**src/rtl/counter_holder_adder_pkg.sv**
```systemverilog
// Shared definitions for the counter/holder/adder datapath: select encoding,
// the mode enumeration and the default result width.
package counter_holder_adder_pkg;

    localparam int DEFAULT_WIDTH = 3;

    localparam logic [1:0] SEL_ADD   = 2'b00;
    localparam logic [1:0] SEL_COUNT = 2'b01;
    localparam logic [1:0] SEL_HOLD  = 2'b10;
    localparam logic [1:0] SEL_DOWN  = 2'b11;

    typedef enum logic [1:0] {
        MODE_ADD   = SEL_ADD,
        MODE_COUNT = SEL_COUNT,
        MODE_HOLD  = SEL_HOLD,
        MODE_DOWN  = SEL_DOWN
    } mode_e;

    // The select bus maps one-to-one onto the mode encoding.
    function automatic mode_e sel_to_mode(input logic [1:0] sel);
        return mode_e'(sel);
    endfunction

endpackage

```
**src/rtl/counter_holder_adder_next.sv**
```systemverilog
// Combinational next-value logic for the accumulator. All arithmetic wraps
// modulo 2^WIDTH; the adder carry-out is intentionally dropped.
module counter_holder_adder_next
    import counter_holder_adder_pkg::*;
#(
    parameter int WIDTH = DEFAULT_WIDTH
) (
    input  mode_e            mode,
    input  logic [WIDTH-1:0] acc,
    input  logic [WIDTH-1:0] a,
    input  logic [WIDTH-1:0] b,
    output logic [WIDTH-1:0] next_acc
);

    localparam logic [WIDTH-1:0] ONE = {{(WIDTH-1){1'b0}}, 1'b1};

    // Select the next accumulator value for the current mode.
    always_comb begin
        next_acc = acc;
        case (mode)
            MODE_ADD:   next_acc = a + b;
            MODE_COUNT: next_acc = acc + ONE;
            MODE_HOLD:  next_acc = acc;
            MODE_DOWN:  next_acc = acc - ONE;
            default:    next_acc = 'x;
        endcase
    end

endmodule

```
**src/rtl/counter_holder_adder.sv**
```systemverilog
// Registered 3-bit (by default) add / count-up / hold / count-down datapath.
// The top holds only the accumulator register and its synchronous reset;
// dout is driven straight from the register, so there is no input-to-output
// combinational path.
module counter_holder_adder
    import counter_holder_adder_pkg::*;
#(
    parameter int WIDTH = DEFAULT_WIDTH
) (
    input  logic             clk,
    input  logic             rst,
    input  logic [1:0]       select,
    input  logic [WIDTH-1:0] a,
    input  logic [WIDTH-1:0] b,
    output logic [WIDTH-1:0] dout
);

    logic [WIDTH-1:0] acc_q;
    logic [WIDTH-1:0] acc_d;
    mode_e            mode;

    assign mode = sel_to_mode(select);

    counter_holder_adder_next #(
        .WIDTH (WIDTH)
    ) u_next (
        .mode     (mode),
        .acc      (acc_q),
        .a        (a),
        .b        (b),
        .next_acc (acc_d)
    );

    // Accumulator register; reset has priority over every mode.
    always_ff @(posedge clk) begin
        if (rst) begin
            acc_q <= '0;
        end else begin
            acc_q <= acc_d;
        end
    end

    assign dout = acc_q;

endmodule

```
**config.mk**
```make
export PLATFORM = sky130hd
export DESIGN_NAME = counter_holder_adder
export DESIGN_NICKNAME = d
export VERILOG_FILES = /design/src/rtl/counter_holder_adder_pkg.sv /design/src/rtl/counter_holder_adder_next.sv /design/src/rtl/counter_holder_adder.sv
export SDC_FILE = /design/constraint.sdc
export NUM_CORES = 1
export LEC_CHECK = 0
export ABC_AREA = 1
export CORE_AREA = 4 4 41 43
export DETAILED_ROUTE_END_ITERATION = 12
export DIE_AREA = 0 0 45 47
export PLACE_DENSITY_LB_ADDON = 0.25
export SETUP_SLACK_MARGIN = 0.05
export SLEW_MARGIN = 15
export SYNTH_ARGS = -nofsm -noshare
export SYNTH_HDL_FRONTEND = slang
export SYNTH_SLANG_ARGS = --single-unit
```
**constraint.sdc**
```tcl
create_clock -name clk -period 2.2 [get_ports clk]
set_input_delay 0.66 -clock clk [delete_from_list [all_inputs] [get_ports clk]]
set_output_delay 0.66 -clock clk [all_outputs]
set_load 0.005 [all_outputs]
```
# --- Word-level counts from Yosys, hierarchy flattened ---
# Cells that the tools add are included.
word_totals:
  in_bits: 10
  wordCells: 9
  output_inout_bits: 3
  reg_bits: 3
op_classes:
  n_addsub: 3
  n_eq_ne: 3
  n_mux: 1
  n_reduce_logical: 1
ops:
  columns: ["operator", "n"]
  rows:
  - ["$pmux 3 s3", 1]
  - ["$eq 2x2->1 const B", 2]
  - ["$add 3x1->3 const B", 1]
  - ["$add 3x3->3", 1]
  - ["$sub 3x1->3 const B", 1]
  - ["$eq 2x1->1 const B", 1]
  - ["$logic_not 2->1", 1]

# --- Depth between registers and ports, before layout ---
# Gate-level depths: netlist of the first run.
logic_depth:
  ltp_word: 2
  mapped_depth: 12
  depth_no_buf: 12

# --- Modules after synthesis ---
# Synthesis of the first run repeated with hierarchy kept, for this count alone.
hier_totals:
  hier_cells: 43
  area_unflattened_um2: 266.5
modules_own_cells:
  columns: ["module", "n_inst", "seq_area_each_um2", "area_each_um2", "cells_each"]
  rows:
  - ["counter_holder_adder_next", 1, 0.0, 183.9, 34]
  - ["counter_holder_adder", 1, 60.1, 82.6, 9]

# --- Worst setup path before layout of the first run ---
# No wires, ideal clock.
synth_timing:
  kind: "in2reg"
  from: "input a[0]"
  to: "register acc_q[2], in the netlist dout[2]"
  setup_ps: 117
  path_stages: 10
  path_buffers: 0
  required_ps: 2083
  setup_slack_ps: 453
  arrival_time_ps: 1630
  path_cell_list: "ha_1 -> fa_1 -> inv_1 -> nand2_1 -> nand2_1 -> nand2_1 -> nand3_1 -> nand2_1 -> nor2_1 -> nor2_1"
synth_via:
  elab_chain_cells: 2
synth_rtl:
  columns: ["element", "line", "rtl"]
  rows:
  - ["start: declaration", "counter_holder_adder.sv:13", "input logic [WIDTH-1:0] a,"]
  - ["$add 3x3->3", "counter_holder_adder_next.sv:21", "MODE_ADD: next_acc = a + b;"]
  - ["$pmux 3 s3", "counter_holder_adder_next.sv:20", "case (mode)"]
  - ["end signal: assignment", "counter_holder_adder.sv:37", "acc_q <= '0;"]
  - ["end signal: assignment", "counter_holder_adder.sv:39", "acc_q <= acc_d;"]
  - ["end: declaration", "counter_holder_adder.sv:18", "logic [WIDTH-1:0] acc_q;"]
# No other way between the ends.
# A chain may end at the register's enable or synchronous reset.

# --- Final worst setup path of the first run ---
# Same ends and word-level chain as after synthesis.

==> qor.yml, run 1 <==
sta:
  setup_viol: 0
  hold_ws_ns: 0.563
  post-route-min-period_ns: 2.03
  finalCritPeriodShare_pct: 92.1
  fmax_mhz: 494
  grt_setup_unrepaired: "false"
  hold_viol: 0
  worstMarginPinSlew_ns: 0.164
  skew_ns: 0.00255
  drv_slew: 0
  relSlewSlack_pct: 88.9
die:
  die_h_um: 47
  fp.coreArea_mm2: 0.00130
  die_x_um: 45
  die-area_mm2: 0.00212
  initial_core_util_pct: 21.6
  rows: 13
  ios: 13
pwr:
  vdd_ir_drop_max_v: 0.000180
  p_leak_nw: 0.245
  power_per_cell_area_mw_per_mm2: 515
hold_path:
  worstHoldStart: "dout[0]"
  holdCritPathClass: "flip-flop to flip-flop"
route:
  drc: 0
  via_per_inst: 4.00
  drtIter0Drc: 8
  drt_pass1_iterations: 2
  antenna_left: 0
  vias: 320
  routedWlPerCell_um: 8.16
  wirelength_um: 653
outcome:
  status: "finished clean"
global_route:
  antenna_found_initial: 0
  overflow: 0
  track_usage_pct: 7.51
  grt_pass1_vias: 298
  grt_max_degree: 6
  grt_pass1_wl_mm: 1.16
critical_path:
  start_kind: "primary input"
  rr_startpoint: "dout[1]"
  cp-startpoint: "a[0]"
  crit_type: "primary input to flip-flop"
  worst-path-max-fanout: 2
  cp.required_ns: 2.32
  arrival_ns: 2.14
  crit_path_end_kind: "flip-flop"
clock_tree:
  clk_pin_slew_worst_paths_ns: 0.04
  insertion_delay_ns: 0.23
  ctsHoldBuffers: 0
  post_cts_buffers: 0
  cts-root-buf: "clkbuf_4"
  h-tree-depth: 1
  cts.path.max_buffers: 2
  cts.sinks: 3
  cts_tree: "done"
  cts_made_buffers: 3
  cts_resized: 0
place:
  io_buffers: 12
  gp_congestion: 0.794
  hpwl_um: 565
final_layout:
  n_fill_cell: 157
  syn_to_final_growth_pct: 61.3
  final_util_pct: 34.9
  multi_input_area_um2: 173
  antenna_cells: 0
  drive_gt1_share_pct: 6.15
  largest_reg_flops: 3
  nNetsFinal: 79
  regArea_um2: 60.1
logic_synthesis:
  syn_nets: 61
  syn_area_um2: 282
  synth_seq_cells: 3
  synth_warnings: 0
  syn_area_per_cell_um2: 5.86
  synth-seq-area-share_pct: 21.3
  synth_cell_types: 10
  synthCells: 48
flow_run:
  drv_cap: 0
## synth_stat cells
library cell / n / share of area (%)
a21oi_1: 2 / 3.6
dfxtp_1: 3 / 21
fa_1: 1 / 7.1
ha_1: 2 / 8.9
inv_1: 13 / 17
nand2_1: 14 / 19
nand3_1: 4 / 7.1
nor2_1: 4 / 5.3
o211ai_1: 2 / 5.3
o21ai_0: 3 / 5.3
## worst max-delay path: stages
cell,delay [ns]
clkdlybuf4s50_1,0.41
ha_1,0.21
fa_1,0.39
inv_1,0.07
nand2_1,0.06
nand2_1,0.05
nand2_1,0.05
nand3_1,0.06
nand2_1,0.05
nor2_1,0.09
nor2_1,0.04
## kinds of logic after synthesis
family	share of synthesized area [%]
and+or+nand+nor	31.1
DFF	21.3
AOI/OAI and AO/OA	14.2
buffers and inverters	17.3
adders and majority gates	16.0
## power breakdown
part | internal, W | total, W | switching, W
clock | 0.0000679 | 0.0000949 | 0.0000271
combinational | 0.0000415 | 0.0000738 | 0.0000323
sequential | 0.0000604 | 0.0000652 | 0.00000481
total | 0.000170 | 0.000234 | 0.0000641
## layout make-up
| class | count | area share (%) |
|---|---|---|
| clock buffer | 4 | 5.79 |
| inverter | 13 | 10.7 |
| multi-input combinational | 32 | 38.0 |
| sequential | 3 | 13.2 |
| tap | 15 | 4.13 |
| timing repair buffer | 13 | 28.1 |
## routing by layer
layer	vias to the layer above	wire length [um]	track usage, %
met2	4	345	12.1
met4	0	0	5.26
met5	-	0	0
met3	0	27	1.53
li1	179	-	-
met1	137	280	8.88
## stage by stage
| stage | power [W] | TNS (ns) | cell area (um2) | setup slack (ns) | cells |
|---|---|---|---|---|---|
| finish | 0.000234 | 0 | 454 | 0.174 | 80 |
| global placement | 0.000141 | -0.0698 | 428 | -0.0431 | 76 |
| detailed placement | 0.000141 | -0.0990 | 428 | -0.0702 | 76 |
| CTS | 0.000240 | 0 | 454 | 0.168 | 80 |
| global route | 0.000254 | 0 | 454 | 0.0626 | 80 |
| floorplan | 0.000101 | 0 | 282 | 0.453 | 48 |
## final timing paths
kind	to	slack [ns]	cells past startpoint
setup / recovery	dout[2]	0.17	11
hold / removal	dout[0]	0.56	3
setup reg to reg	dout[2]	0.99	10
hold reg to reg	dout[0]	0.56	3
## cell usage in the layout (no fill, tap or decap), drive strengths merged
master,instances
a21oi,2
dfxtp,3
o211ai,2
inv,13
nand3,4
o21ai,3
nand2,14
ha,2
buf,1
nor2,4
clkdlybuf4s50,12
fa,1
clkbuf,4
Note: power is estimated with default switching activity, not from simulation.
==> run 2, diff against run 1 <==
- CTS_BUF_LIST: default -> sky130_fd_sc_hd__clkbuf_8
==> qor.yml, run 2 (synthesis gave the netlist of run 1 again) <==
pwr:
  p_leak_nw: 0.256
  vdd_ir_drop_max_v: 0.000288
  power_per_cell_area_mw_per_mm2: 613
place:
  gp_congestion: 0.794
  io_buffers: 12
  dp_slack_ns: -0.0702
  hpwl_um: 565
die:
  initial_core_util_pct: 21.6
  fp.coreArea_mm2: 0.00130
  ios: 13
  rows: 13
  die_x_um: 45
  die_h_um: 47
  die-area_mm2: 0.00212
critical_path:
  crit_path_end_kind: "flip-flop"
  cp.depth: 7
  cpPeakStageDelay_ns: 0.47
  crit_buf_inv: 2
  crit_path_top_delay_cell: "clkdlybuf4s50_1"
  path_cells: "clkdlybuf4s50_1, ha_1, fa_2, a21oi_1, o21ai_0, o211ai_1, inv_1"
  cp.required_ns: 2.30
  path_delay_family: "adder cells"
  crit_type: "primary input to flip-flop"
  reg2reg_depth: 10
  start_kind: "primary input"
  worst-path-max-fanout: 1
  arrival_ns: 2.10
clock_tree:
  cts.path.max_buffers: 2
  cts_made_buffers: 3
  clk_pin_slew_worst_paths_ns: 0.03
  h-tree-depth: 1
  cts.sinks: 3
  insertion_delay_ns: 0.21
  cts-root-buf: "clkbuf_8"
  cts_tree: "done"
final_layout:
  final_util_pct: 36.5
  antenna_cells: 0
  regArea_um2: 60.1
  drive_gt1_share_pct: 7.69
  nNetsFinal: 79
  multi_input_area_um2: 175
  syn_to_final_growth_pct: 68.9
  n_fill_cell: 154
  layout_common_cells: "nand2_1, inv_1, clkdlybuf4s50_1"
  largest_reg_flops: 3
sta:
  skew_ns: 0.00113
  fmax_mhz: 501
  finalCritPeriodShare_pct: 90.7
  post-route-min-period_ns: 1.99
  drv_slew: 0
  hold_viol: 0
  grt_setup_unrepaired: "false"
  setup_viol: 0
  hold_ws_ns: 0.562
  fin_ws_ns: 0.205
  relSlewSlack_pct: 88.9
  worstMarginPinSlew_ns: 0.164
route:
  routedWlPerCell_um: 8.19
  via_per_inst: 4.01
  antenna_left: 0
  wirelength_um: 655
  drc: 0
  drt_pass1_iterations: 2
  drtIter0Drc: 8
  vias: 321
flow_run:
  drv_cap: 0
global_route:
  grt_pass1_vias: 298
  grt_use_met2_pct: 12.1
  gr-usage-met3_pct: 1.53
  grt_pass1_wl_mm: 1.16
  antenna_found_initial: 0
  grt_max_degree: 6
  track_usage_pct: 7.51
  busiest_layer: "met2"
  overflow: 0
  use_met1_pct: 8.88
hold_path:
  holdCritPathClass: "flip-flop to flip-flop"
  holdPathStages: 3
outcome:
  status: "finished clean"
-- run 2: changes by cell type in the layout (fill, tap and decap cells not counted) --
cell      delta
clkbuf_4     -3
clkbuf_8     +3
clkbuf_1     -1
fa_1         -1
fa_2         +1
inv_1        +1
-- run 2: layout make-up --
class	instances	area share (%)
clock inverter	1	0.789
multi-input combinational	32	36.8
inverter	13	10.3
clock buffer	3	8.68
sequential	3	12.6
timing repair buffer	13	26.8
tap	15	3.95
-- run 2: timing repair --
item                                    in CTS  in global routing
gates resized for setup                      0                  1
hold buffers                                 0                  0
buffers inserted                             0                  0
endpoints found under the setup margin       0                  1
-- run 2: worst paths after layout --
path,from,end,slack (ns)
min,dout[0],dout[0],0.56
max,a[0],dout[1],0.21
min reg2reg,dout[0],dout[0],0.56
max reg2reg,dout[1],dout[2],0.99
-- run 2: routing by layer --
layer / vias to the layer above / wire, um
li1: 179 / -
met1: 138 / 288
met2: 4 / 341
met3: 0 / 26
met4: 0 / 0
met5: - / 0
-- run 2: worst min-delay path: stages (launching register included) --
cell and delay [ns]:
dfxtp_1 0.32, inv_1 0.07, o211ai_1 0.09, inv_1 0.05
-- run 2: power by group --
part,internal (W),switching (W)
Sequential,0.0000605,0.00000481
Clock,0.000119,0.0000334
Combinational,0.0000418,0.0000324
Total,0.000221,0.0000706
-- run 2: stage by stage --
step           instances  power, W  TNS (ns)  area, um2
2_1_floorplan         48  0.000101         0        282
3_3_place_gp          76  0.000141   -0.0698        428
3_5_place_dp          76  0.000141   -0.0990        428
4_1_cts               80  0.000298         0        473
5_1_grt               80  0.000314         0        475
6_report              80  0.000292         0        475
